## src/rtl/ram_arbiter_if.sv

```systemverilog
// ram_arbiter_if: bundles the three sides of the data-RAM arbiter.
//   core side : c_rd, c_wr, c_addr, c_wdata -> c_rdata, c_rvalid, c_stall
//   DMA side  : d_req, d_we, d_addr, d_wdata -> d_gnt, d_rdata, d_rvalid
//   RAM side  : ram_wren, ram_wread, ram_address, ram_data <- ram_q
// Modports:
//   slave  - the arbiter itself
//   master - the surrounding environment (core, DMA/loader and RAM)
interface ram_arbiter_if #(
    parameter int ADDR_W = 10,
    parameter int DATA_W = 32
);
    logic              c_rd;
    logic              c_wr;
    logic [ADDR_W-1:0] c_addr;
    logic [DATA_W-1:0] c_wdata;
    logic [DATA_W-1:0] c_rdata;
    logic              c_rvalid;
    logic              c_stall;

    logic              d_req;
    logic              d_we;
    logic [ADDR_W-1:0] d_addr;
    logic [DATA_W-1:0] d_wdata;
    logic              d_gnt;
    logic [DATA_W-1:0] d_rdata;
    logic              d_rvalid;

    logic              ram_wren;
    logic              ram_wread;
    logic [ADDR_W-1:0] ram_address;
    logic [DATA_W-1:0] ram_data;
    logic [DATA_W-1:0] ram_q;

    modport slave (
        input  c_rd, c_wr, c_addr, c_wdata,
        output c_rdata, c_rvalid, c_stall,
        input  d_req, d_we, d_addr, d_wdata,
        output d_gnt, d_rdata, d_rvalid,
        output ram_wren, ram_wread, ram_address, ram_data,
        input  ram_q
    );

    modport master (
        output c_rd, c_wr, c_addr, c_wdata,
        input  c_rdata, c_rvalid, c_stall,
        output d_req, d_we, d_addr, d_wdata,
        input  d_gnt, d_rdata, d_rvalid,
        input  ram_wren, ram_wread, ram_address, ram_data,
        output ram_q
    );
endinterface

```

## src/rtl/ram_arbiter.sv

```systemverilog
// ram_arbiter: shares the single-port data RAM between the core load/store
// port and a DMA/loader port. One RAM access per cycle, winner picked
// combinationally and driven to the RAM in the same cycle. Read data comes
// back one cycle later; only the rvalid flags say whose data it is.
//
// Ports:
//   CLK      - clock, all state on the rising edge
//   RESET_N  - asynchronous active-low reset
//   bus      - ram_arbiter_if.slave (core, DMA and RAM sides)
//
// Parameters: ADDR_W (word address width), DATA_W, STARVE_LIMIT (1..255).
//
// Optional feature: define ARB_STARVE_GUARD_EN to add the DMA starvation
// guard. Without it the core has strict priority and the DMA can starve.
module ram_arbiter #(
    parameter int ADDR_W       = 10,
    parameter int DATA_W       = 32,
    parameter int STARVE_LIMIT = 8
) (
    input logic          CLK,
    input logic          RESET_N,
    ram_arbiter_if.slave bus
);

    if (STARVE_LIMIT < 1 || STARVE_LIMIT > 255) begin : g_bad_limit
        $error("ram_arbiter: STARVE_LIMIT must be within 1..255");
    end

    typedef enum logic [1:0] {
        OWN_NONE = 2'd0,
        OWN_CORE = 2'd1,
        OWN_DMA  = 2'd2
    } owner_t;

    typedef struct packed {
        logic              we;
        logic [ADDR_W-1:0] addr;
        logic [DATA_W-1:0] wdata;
    } ram_cmd_t;

    logic     core_req;
    logic     force_dma;
    logic     dma_win;
    logic     core_win;
    logic     any_win;
    logic     dma_gnt_raw;
    ram_cmd_t core_cmd;
    ram_cmd_t dma_cmd;
    ram_cmd_t win_cmd;

    logic [ADDR_W-1:0] addr_q;
    logic [DATA_W-1:0] data_q;
    owner_t            rd_owner;

    assign core_req = bus.c_rd | bus.c_wr;

`ifdef ARB_STARVE_GUARD_EN
    // Counts cycles the DMA has been left waiting; reaching the limit makes
    // the DMA win over the core for one cycle.
    logic [7:0] starve_cnt;

    assign force_dma = bus.d_req && (starve_cnt == 8'(STARVE_LIMIT));

    always_ff @(posedge CLK or negedge RESET_N) begin
        if (!RESET_N)
            starve_cnt <= '0;
        else if (!bus.d_req || dma_gnt_raw)
            starve_cnt <= '0;
        else
            starve_cnt <= starve_cnt + 8'd1;
    end
`else
    assign force_dma = 1'b0;
`endif

    assign dma_win     = bus.d_req & (~core_req | force_dma);
    assign core_win    = core_req & ~dma_win;
    assign any_win     = dma_win | core_win;
    assign dma_gnt_raw = bus.d_req & dma_win;

    assign core_cmd = '{we: bus.c_wr, addr: bus.c_addr, wdata: bus.c_wdata};
    assign dma_cmd  = '{we: bus.d_we, addr: bus.d_addr, wdata: bus.d_wdata};
    assign win_cmd  = dma_win ? dma_cmd : core_cmd;

    // Handshake and RAM strobes are held low for as long as reset is applied,
    // not only after the first clock edge.
    assign bus.c_stall   = RESET_N & core_req & ~core_win;
    assign bus.d_gnt     = RESET_N & dma_gnt_raw;
    assign bus.ram_wren  = RESET_N & any_win &  win_cmd.we;
    assign bus.ram_wread = RESET_N & any_win & ~win_cmd.we;

    // Address/data keep the last granted command on idle cycles.
    assign bus.ram_address = any_win ? win_cmd.addr  : addr_q;
    assign bus.ram_data    = any_win ? win_cmd.wdata : data_q;

    always_ff @(posedge CLK or negedge RESET_N) begin
        if (!RESET_N) begin
            rd_owner <= OWN_NONE;
            addr_q   <= '0;
            data_q   <= '0;
        end else begin
            if (any_win && !win_cmd.we)
                rd_owner <= dma_win ? OWN_DMA : OWN_CORE;
            else
                rd_owner <= OWN_NONE;
            if (any_win) begin
                addr_q <= win_cmd.addr;
                data_q <= win_cmd.wdata;
            end
        end
    end

    // RAM output goes to both ports; the owner register qualifies it.
    assign bus.c_rdata  = bus.ram_q;
    assign bus.d_rdata  = bus.ram_q;
    assign bus.c_rvalid = (rd_owner == OWN_CORE);
    assign bus.d_rvalid = (rd_owner == OWN_DMA);

endmodule

```

## src/flat_wrapper.sv

```systemverilog
// flat-port wrapper written by rule: the top's interface ports become plain ports
module ram_arbiter_flat 
#(
    parameter int ADDR_W       = 10,
    parameter int DATA_W       = 32,
    parameter int STARVE_LIMIT = 8
)
  (CLK, RESET_N, bus_c_rd, bus_c_wr, bus_c_addr, bus_c_wdata, bus_c_rdata, bus_c_rvalid, bus_c_stall, bus_d_req, bus_d_we, bus_d_addr, bus_d_wdata, bus_d_gnt, bus_d_rdata, bus_d_rvalid, bus_ram_wren, bus_ram_wread, bus_ram_address, bus_ram_data, bus_ram_q);
  ram_arbiter_if #(.ADDR_W(ADDR_W), .DATA_W(DATA_W)) bus_i ();
  input logic CLK;
  input logic RESET_N;
  input wire logic [$bits(bus_i.c_rd)-1:0] bus_c_rd;
  input wire logic [$bits(bus_i.c_wr)-1:0] bus_c_wr;
  input wire logic [$bits(bus_i.c_addr)-1:0] bus_c_addr;
  input wire logic [$bits(bus_i.c_wdata)-1:0] bus_c_wdata;
  output wire logic [$bits(bus_i.c_rdata)-1:0] bus_c_rdata;
  output wire logic [$bits(bus_i.c_rvalid)-1:0] bus_c_rvalid;
  output wire logic [$bits(bus_i.c_stall)-1:0] bus_c_stall;
  input wire logic [$bits(bus_i.d_req)-1:0] bus_d_req;
  input wire logic [$bits(bus_i.d_we)-1:0] bus_d_we;
  input wire logic [$bits(bus_i.d_addr)-1:0] bus_d_addr;
  input wire logic [$bits(bus_i.d_wdata)-1:0] bus_d_wdata;
  output wire logic [$bits(bus_i.d_gnt)-1:0] bus_d_gnt;
  output wire logic [$bits(bus_i.d_rdata)-1:0] bus_d_rdata;
  output wire logic [$bits(bus_i.d_rvalid)-1:0] bus_d_rvalid;
  output wire logic [$bits(bus_i.ram_wren)-1:0] bus_ram_wren;
  output wire logic [$bits(bus_i.ram_wread)-1:0] bus_ram_wread;
  output wire logic [$bits(bus_i.ram_address)-1:0] bus_ram_address;
  output wire logic [$bits(bus_i.ram_data)-1:0] bus_ram_data;
  input wire logic [$bits(bus_i.ram_q)-1:0] bus_ram_q;
  assign bus_i.c_rd = bus_c_rd;
  assign bus_i.c_wr = bus_c_wr;
  assign bus_i.c_addr = bus_c_addr;
  assign bus_i.c_wdata = bus_c_wdata;
  assign bus_c_rdata = bus_i.c_rdata;
  assign bus_c_rvalid = bus_i.c_rvalid;
  assign bus_c_stall = bus_i.c_stall;
  assign bus_i.d_req = bus_d_req;
  assign bus_i.d_we = bus_d_we;
  assign bus_i.d_addr = bus_d_addr;
  assign bus_i.d_wdata = bus_d_wdata;
  assign bus_d_gnt = bus_i.d_gnt;
  assign bus_d_rdata = bus_i.d_rdata;
  assign bus_d_rvalid = bus_i.d_rvalid;
  assign bus_ram_wren = bus_i.ram_wren;
  assign bus_ram_wread = bus_i.ram_wread;
  assign bus_ram_address = bus_i.ram_address;
  assign bus_ram_data = bus_i.ram_data;
  assign bus_i.ram_q = bus_ram_q;
  ram_arbiter #(.ADDR_W(ADDR_W), .DATA_W(DATA_W), .STARVE_LIMIT(STARVE_LIMIT)) u_core (.CLK(CLK), .RESET_N(RESET_N), .bus(bus_i));
endmodule
```

## config.mk

```make
export PLATFORM = sky130hd
export DESIGN_NAME = ram_arbiter_flat
export DESIGN_NICKNAME = d
export VERILOG_FILES = /design/src/rtl/ram_arbiter_if.sv /design/src/rtl/ram_arbiter.sv /design/src/flat_wrapper.sv
export SDC_FILE = /design/constraint.sdc
export NUM_CORES = 1
export LEC_CHECK = 0
export BUFFER_PORTS_ARGS = -buffer_cell sky130_fd_sc_hd__buf_2
export CORE_MARGIN = 5
export CORE_UTILIZATION = 41
export DETAILED_ROUTE_END_ITERATION = 7
export MAX_ROUTING_LAYER = met4
export PLACE_DENSITY = 0.95
export REMOVE_ABC_BUFFERS = 1
export SLEW_MARGIN = 20
export SYNTH_ARGS = -nofsm -noshare
export SYNTH_HDL_FRONTEND = slang
export SYNTH_SLANG_ARGS = --single-unit
```

## constraint.sdc

```tcl
create_clock -name CLK -period 3 [get_ports CLK]
set_input_delay 0.6 -clock CLK [delete_from_list [all_inputs] [get_ports CLK]]
set_output_delay 0.6 -clock CLK [all_outputs]
set_load 0.05 [all_outputs]
```

==> flow_metrics.tcl, run 1 <==
set metrics [dict create \
    power_frac_comb 0.294 \
    clk_pin_slew_ns 0.09 \
    r2r_end "u_core.data_q[0]" \
    drt-pass1-iter-count 4 \
    core_um2 6350 \
    worst_pin_slew_ns 0.831 \
    io_buffers 136 \
    antenna_found_initial 0 \
    slew_violations 0 \
    finish.instance_area_um2 2970 \
    power.total_uw 1590 \
    clock_skew_ns 0 \
    hold_class "in2async" \
    arrival_ns 1.99 \
    power-per-cell-area_nw_per_um2 535 \
    clk_latency_ns 0.30 \
    dieHeight_um 90.6 \
    ir_drop_mv 0.257 \
    drv_cap 0 \
    ant_nets 0 \
    yosysSeqAreaShare 0.413 \
    synth_top_flop_cell "dfrtp_1" \
    diodes 0 \
    syn-cell-area_um2 2660 \
    rsz0062_at_grt "no" \
    grt_pass1_wl_um 14500 \
    drive_above_1_share 0.459 \
    p_int_uw 1030 \
    ff2ff_setup_slack_ns 2.21 \
    synth_edf_count 0 \
    switching_share 0.354 \
    hold_viol 0 \
    finalNetCount 452 \
    cts_root_buf "clkbuf_8" \
    required_ns 2.40 \
    cts_resized 0 \
    final_common_cell "buf_2" \
    min_period_ns 2.59 \
    ys_ff_latch 44 \
    cts_hold_buf 0 \
    dp_hpwl_um 8100 \
    ys_types 22 \
    grt_max_degree 47 \
    pwr-share-seq 0.413 \
    area_delta_synth_final_pct 11.5 \
    setup_violations 0 \
    yosys.area.top_type_share 0.413 \
    slew_headroom 0.446 \
    cts_num_sinks 44 \
    cts_setup_buffers 0 \
    initial_utilization 0.420 \
    run_status "complete, no violations" \
    rows 29 \
    dp.cells 400 \
    grt_pass1_vias 2311 \
    netSwitchingPower_uw 562 \
    io_pins 234 \
    gp_congestion 0.811 \
    grt_overflow 0 \
    final_cell_mix "buf_2, o21ai_0, dfrtp_1, mux2i_1, o21ai_1" \
    cp-start-kind "input pin" \
    die_x_um 90.6 \
    wl_per_cell_um 24.4 \
    dpl-instance-area_um2 2850 \
    ys_async_sr_fraction 1.00 \
    die_area_um2 8210 \
    fin_cells 408 \
    crit_type "in2out" \
    vias_per_cell 5.37 \
    cts-buffers-inserted 5 \
    drtIter0Drc 85 \
    p_clk_frac 0.293 \
    htree_num_levels 2 \
    drc 0 \
    avgSynthCellArea_um2 9.94 \
    clockBufferDepth 2 \
    ys_warn_count 0 \
    cp-end-kind "primary output" \
    wirelength_um 9970 \
    final.period_utilization 0.863 \
    syn_inst 268 \
    cts_tree "built" \
    timing.rr.start "u_core.data_q[0]" \
    synth_area_leaders "dfrtp_1, buf_4, mux2i_1" \
    p_leak_uw 0.00154 \
    fmax_mhz 386 \
    rr_worst_depth 2 \
    vias 2192 \
    grt_usage 0.242 \
    cp_max_fo 43 \
    synth_top_area_cell "dfrtp_1" \
]
[Yosys cell counts, types with 2 or more instances]
cell type,count
clkbuf_1,8
dfrtp_1,44
o21ai_1,38
buf_6,5
o21ai_0,45
buf_2,2
mux2i_1,42
buf_4,68
nand2b_1,2
nor2b_1,2
[registers in the layout, summed over array words and instances (netlist names)]
signal,cells
u_core.addr_q,10
u_core.data_q,32
u_core.rd_owner,2
[worst max-delay path: stages]
cell	delay, ns
buf_2	0.10
or2_2	0.61
o21ai_1	0.35
buf_2	0.32
[cell type report]
cell class,instances,area [um2]
sequential,44,1100
clock inverter,3,46.3
fill,598,3380
inverter,1,3.75
tap,77,96.3
timing repair buffer,140,723
clock buffer,5,68.8
multi-input combinational,138,930
[how the worst max path moves through the flow]
stage                         from            endpoint  slack (ns)  depth (start not counted)
final                     bus_c_wr    bus_ram_data[27]        0.41                          4
after detailed placement  bus_c_wr    bus_ram_data[27]        0.40                          4
after global routing      bus_c_wr  bus_ram_address[9]        0.33                          4
after CTS                 bus_c_wr    bus_ram_data[27]        0.40                          4
after global placement    bus_c_wr    bus_ram_data[30]        0.42                          4
after floorplan           bus_c_wr  bus_ram_address[9]       -0.08                          2
[metal layers]
| layer | wire length (um) | GRT usage | vias up | part of all wire |
|---|---|---|---|---|
| li1 | - | - | 980 | - |
| met1 | 3450 | 0.247 | 1023 | 0.35 |
| met2 | 4480 | 0.352 | 179 | 0.45 |
| met3 | 1790 | 0.195 | 10 | 0.18 |
| met4 | 256 | 0.0757 | 0 | 0.026 |
| met5 | 0 | - | - | 0 |
[power by group through the flow]
stage               logic [uW]  clock network [uW]  registers (uW)
floorplan                  292                   0             663
global placement           459                   0             665
global route               497                 510             660
detailed placement         468                   0             669
CTS                        470                 486             656
finish                     466                 466             656
[cell families after synthesis]
logic type	Yosys count	synth area share
AOI/OAI and AO/OA	86	0.164
muxes	42	0.158
buffers and inverters	86	0.238
other	1	0.00141
and+or+nand+nor	9	0.0258
DFF	44	0.413
[through the flow]
step	util	worst slack, ns	hold WS [ns]	setup TNS, ns
finish	0.468	0.410	0.218	0
CTS	0.468	0.396	0.216	0
global placement	0.449	0.422	0.542	0
global route	0.468	0.326	0.229	0
detailed placement	0.449	0.397	0.549	0
floorplan	-	-0.0757	0.304	-0.227
No activity file was read; power rests on OpenSTA's default activity.
==> run 2: changes to the inputs <==
--- a/config.mk
+++ b/config.mk
@@ -5,12 +5,12 @@
 export SDC_FILE = /design/constraint.sdc
 export NUM_CORES = 1
 export LEC_CHECK = 0
-export BUFFER_PORTS_ARGS = -buffer_cell sky130_fd_sc_hd__buf_2
-export CORE_MARGIN = 5
-export CORE_UTILIZATION = 41
+export CORE_AREA = 5 5 88 90
 export DETAILED_ROUTE_END_ITERATION = 7
+export DIE_AREA = 0 0 93 95
+export DONT_BUFFER_PORTS = 1
 export MAX_ROUTING_LAYER = met4
-export PLACE_DENSITY = 0.95
+export PLACE_DENSITY = 0.62
 export REMOVE_ABC_BUFFERS = 1
 export SLEW_MARGIN = 20
 export SYNTH_ARGS = -nofsm -noshare
==> constraint.sdc (replaced) <==
create_clock -name CLK -period 2.7 [get_ports CLK]
set_input_delay 0.54 -clock CLK [delete_from_list [all_inputs] [get_ports CLK]]
set_output_delay 0.54 -clock CLK [all_outputs]
set_load 0.05 [all_outputs]
==> run 2 against run 1 <==
Net effect: global-route usage shrank 2.6 points; worst setup slack gained 0.023 ns; largest cell class unchanged; hold slack lost 0.12 ns.
==> flow_metrics.tcl, run 2 (synthesized netlist as in run 1, its figures left out) <==
set metrics [dict create \
    run_status "complete, no violations" \
    final_cell_mix "buf_4, dfrtp_1, mux2i_1, o21ai_0, o21ai_1" \
    startpoint "bus_c_wr" \
    clockBufferDepth 2 \
    netSwitchingPower_uw 548 \
    antenna_found_initial 0 \
    seq_area_um2 1100 \
    slew_headroom 0.416 \
    p_int_uw 1030 \
    wirelength_um 9500 \
    use_met2 0.323 \
    wl_per_cell_um 29.9 \
    cpMaxStageDelayCell "or2_2" \
    dpl-instance-area_um2 2470 \
    drtIter0Drc 105 \
    p_leak_uw 0.00119 \
    final.fill_count 706 \
    cp_num_cells 3 \
    worstSetupEndpoint "bus_ram_data[2]" \
    hold_viol 0 \
    cts_resized 0 \
    drc 0 \
    htree_num_levels 2 \
    die_area_um2 8840 \
    ff2ff_setup_slack_ns 1.75 \
    grt_usage 0.216 \
    cts_root_buf "clkbuf_8" \
    drv_cap 0 \
    cp-start-kind "input pin" \
    critPathTopFamily "simple AND/OR/NAND/NOR gates" \
    cts_tree "built" \
    top_register "u_core.data_q" \
    largest_register_ffs 32 \
    multi_input_area_um2 930 \
    dieHeight_um 95 \
    grt_pass1_wl_um 13300 \
    vias 1803 \
    grt_pass1_vias 1928 \
    cpPeakStageDelay_ns 0.62 \
    switching_share 0.348 \
    tns_ns 0 \
    fin_cells 318 \
    grt.busiest_layer "met2" \
    initial_utilization 0.382 \
    io_buffers 0 \
    arrival_ns 1.73 \
    ir_drop_mv 0.236 \
    largestRegisters "u_core.data_q x32, u_core.addr_q x10, u_core.rd_owner x2" \
    ant_nets 0 \
    rsz0062_at_grt "no" \
    finish.instance_area_um2 2580 \
    power.total_uw 1570 \
    pwr-share-seq 0.462 \
    p_clk_frac 0.251 \
    dp.cells 310 \
    crit_type "in2out" \
    fmax_mhz 441 \
    cp_max_fo 47 \
    clk_pin_slew_ns 0.09 \
    power_frac_comb 0.287 \
    cts-buffers-inserted 5 \
    timing.rr.start "u_core.addr_q[3]" \
    cts_num_sinks 44 \
    area_delta_synth_final_pct -3.15 \
    grt_overflow 0 \
    drive_above_1_share 0.237 \
    clk_latency_ns 0.28 \
    power-per-cell-area_nw_per_um2 610 \
    worstPathBufferInverterCount 1 \
    rr_worst_depth 3 \
    met1_usage 0.215 \
    dp_hpwl_um 7390 \
    cp-end-kind "primary output" \
    setup_violations 0 \
    final.period_utilization 0.839 \
    vias_per_cell 5.67 \
    hold_class "in2async" \
    finalNetCount 358 \
    crit_chain "or2_2, o21ai_1, buf_4" \
    final_common_cell "buf_4" \
    min_period_ns 2.27 \
    grt_max_degree 48 \
    core_um2 6980 \
    gp_congestion 0.881 \
    hold_slack_ns 0.0941 \
    worst_pin_slew_ns 0.875 \
    slew_violations 0 \
    clock_skew_ns 0 \
    drt-pass1-iter-count 4 \
    required_ns 2.16 \
    rows 31 \
    r2r_end "u_core.addr_q[3]" \
    diodes 0 \
    gr-usage-met3 0.198 \
    die_x_um 93 \
    io_pins 234 \
]
-- run 2: cell types whose count changed in the layout (fill, tap and decap cells not counted), sizes merged --
cell,before,now
clkbuf,5,6
bufinv,1,0
inv,2,1
clkinv,0,1
clkinvlp,1,0
buf,140,46
-- run 2: routing by layer --
| layer | wire length, um | share of wire |
|---|---|---|
| met4 | 14 | 0.0015 |
| met2 | 4370 | 0.46 |
| met1 | 3170 | 0.33 |
| met3 | 1950 | 0.20 |
| met5 | 0 | 0 |
-- run 2: through the flow --
step	worst slack, ns	util
after floorplan	-0.256	-
after global placement	0.497	0.354
after detailed placement	0.449	0.354
after CTS	0.454	0.370
after global routing	0.391	0.370
final	0.434	0.370
-- run 2: what timing repair did --
item | 4_1_cts | 5_1_grt
hold buffers | 1 | 0
hold endpoints to repair | 44 | 0
buffers inserted | 0 | 0
-- run 2: worst min-delay path by stage --
stage | startpoint | endpoint | slack (ns) | cells past startpoint
floorplan | RESET_N | u_core.addr_q[0] | 0.24 | 0
global placement | RESET_N | u_core.addr_q[6] | 0.25 | 0
detailed placement | RESET_N | u_core.data_q[4] | 0.25 | 0
CTS | RESET_N | u_core.data_q[21] | 0.08 | 1
global route | RESET_N | u_core.data_q[21] | 0.09 | 1
finish | RESET_N | u_core.data_q[7] | 0.09 | 1
-- run 2: area by class of cell --
cell class | count | area share
Inverter | 1 | 0.00145
Clock buffer | 6 | 0.0281
Timing Repair Buffer | 46 | 0.142
Clock inverter | 1 | 0.00194
Tap cell | 82 | 0.0398
Sequential cell | 44 | 0.427
Multi-Input combinational cell | 138 | 0.360
-- run 2: worst register-to-register path, stage by stage (launching register included) --
cell and delay (ns):
dfrtp_1 0.37, mux2i_1 0.15, o21ai_1 0.09, buf_4 0.23
-- run 2: power by group through the flow --
stage	clock (uW)	sequential (uW)	combinational (uW)
finish	396	726	451
global route	446	733	481
CTS	420	727	455
detailed placement	0	740	435
global placement	0	739	430
floorplan	0	737	324
==> run 3: changes to the inputs <==
==> constraint.sdc (replaced) <==
create_clock -name CLK -period 2.2 [get_ports CLK]
set_input_delay 0.44 -clock CLK [delete_from_list [all_inputs] [get_ports CLK]]
set_output_delay 0.44 -clock CLK [all_outputs]
set_load 0.05 [all_outputs]
==> run 3 against run 2 <==
Net effect: sequential power increased by 23%; sequential share of layout area decreased by 0.89 points; die area unchanged; hold slack improved by 0.10 ns; utilization increased by 0.79 points; global-route usage increased by 0.34 points; critical path type unchanged; critical endpoint unchanged; largest power group unchanged; highest routed layer unchanged.
==> flow_metrics.tcl, run 3 (synthesized netlist as in run 1, its figures left out) <==
set metrics [dict create \
    run_status "complete, no violations" \
    cp-start-kind "input pin" \
    finish.instance_area_um2 2640 \
    drtIter0Drc 101 \
    setup_violations 0 \
    die_area_um2 8840 \
    die_x_um 93 \
    largestRegisters "u_core.data_q x32, u_core.addr_q x10, u_core.rd_owner x2" \
    grt_pass1_vias 1941 \
    wl_per_cell_um 30.0 \
    io_pins 234 \
    p_clk_frac 0.302 \
    critPathTopFamily "buffers and inverters" \
    vias 1835 \
    drt-pass1-iter-count 4 \
    area_delta_synth_final_pct -1.08 \
    required_ns 1.76 \
    final_common_cell "buf_4" \
    power-per-cell-area_nw_per_um2 789 \
    pwr-share-seq 0.429 \
    cts_root_buf "clkbuf_8" \
    dpl-instance-area_um2 2490 \
    gp_congestion 0.851 \
    min_period_ns 1.88 \
    rows 31 \
    fmax_mhz 532 \
    largest_register_ffs 32 \
    ir_drop_mv 0.298 \
    arrival_ns 1.44 \
    crit_chain "or2_2, buf_4, o21ai_1, buf_4" \
    p_int_uw 1380 \
    cts-buffers-inserted 5 \
    io_buffers 0 \
    drive_above_1_share 0.246 \
    crit_type "in2out" \
    vias_per_cell 5.70 \
    clockBufferDepth 2 \
    clk_latency_ns 0.30 \
    grt_pass1_wl_um 13300 \
    slew_violations 0 \
    cts_tree "built" \
    clk_pin_slew_ns 0.08 \
    cpMaxStageDelayCell "or2_2" \
    finalNetCount 361 \
    rsz0062_at_grt "no" \
    timing.rr.start "u_core.addr_q[0]" \
    initial_utilization 0.382 \
    grt_max_degree 48 \
    htree_num_levels 2 \
    cts_setup_buffers 0 \
    critPathMostFrequentCell "buf_4" \
    power_frac_comb 0.269 \
    cpPeakStageDelay_ns 0.29 \
    cp_max_fo 47 \
    diodes 0 \
    p_leak_uw 0.00121 \
    switching_share 0.335 \
    drv_cap 0 \
    final.period_utilization 0.854 \
    wirelength_um 9660 \
    top_register "u_core.data_q" \
    hold_class "in2reg" \
    cp-end-kind "primary output" \
    core_um2 6980 \
    tns_ns 0 \
    antenna_found_initial 0 \
    clock_skew_ns 0 \
    final_cell_mix "buf_4, dfrtp_1, mux2i_1, o21ai_0, o21ai_1" \
    worstPathBufferInverterCount 2 \
    dieHeight_um 95 \
    grt_usage 0.219 \
    dp_hpwl_um 7530 \
    netSwitchingPower_uw 696 \
    grt_overflow 0 \
    drc 0 \
    hold_viol 0 \
    cts_hold_buf 2 \
    hold_start "bus_d_we" \
    ant_nets 0 \
    cts_resized 0 \
    startpoint "bus_c_wr" \
    cts_num_sinks 44 \
]
run 3: cell count changes in the layout (fill, tap and decap cells not counted):
| cell | change |
|---|---|
| buf_4 | +2 |
| bufinv_16 | +1 |
| dlygate4sd3_1 | +1 |
run 3: area by class of cell:
type | count | area [um2]
tap | 82 | 103
clock buffer | 6 | 72.6
multi-input combinational | 138 | 930
clock inverter | 2 | 35.0
timing repair buffer | 49 | 390
fill | 719 | 4350
sequential | 44 | 1100
inverter | 1 | 3.75
run 3: stage by stage:
step,setup WS (ns),hold WS (ns),total power (uW),utilization,cells
final,0.321,0.196,2080,0.377,322
after global routing,0.294,0.176,2170,0.377,322
after CTS,0.343,0.184,2110,0.377,322
after detailed placement,0.343,0.146,1450,0.357,312
after global placement,0.395,0.145,1440,0.357,312
after floorplan,-0.556,0.144,1300,-,183
run 3: layer usage:
| metal | GRT usage | routed length, um |
|---|---|---|
| met5 | - | 0 |
| met4 | 0.0391 | 36 |
| met3 | 0.191 | 1930 |
| met2 | 0.324 | 4350 |
| met1 | 0.224 | 3340 |
run 3: path summary, 6_finish.rpt:
kind	end	slack, ns	cells after the start
min reg2reg	u_core.data_q[28]	0.59	2
max reg2reg	u_core.addr_q[0]	1.27	3
max in group asynchronous	u_core.data_q[31]	1.33	2
max	bus_ram_data[2]	0.32	4
min in group asynchronous	u_core.addr_q[0]	0.65	2
min	u_core.rd_owner[1]	0.20	1
run 3: power groups by stage:
| stage | registers [uW] | logic (uW) | clock network, uW |
|---|---|---|---|
| after floorplan | 905 | 398 | 0 |
| after global placement | 907 | 533 | 0 |
| after detailed placement | 909 | 538 | 0 |
| after CTS | 893 | 564 | 654 |
| after global routing | 900 | 593 | 681 |
| final | 893 | 559 | 628 |
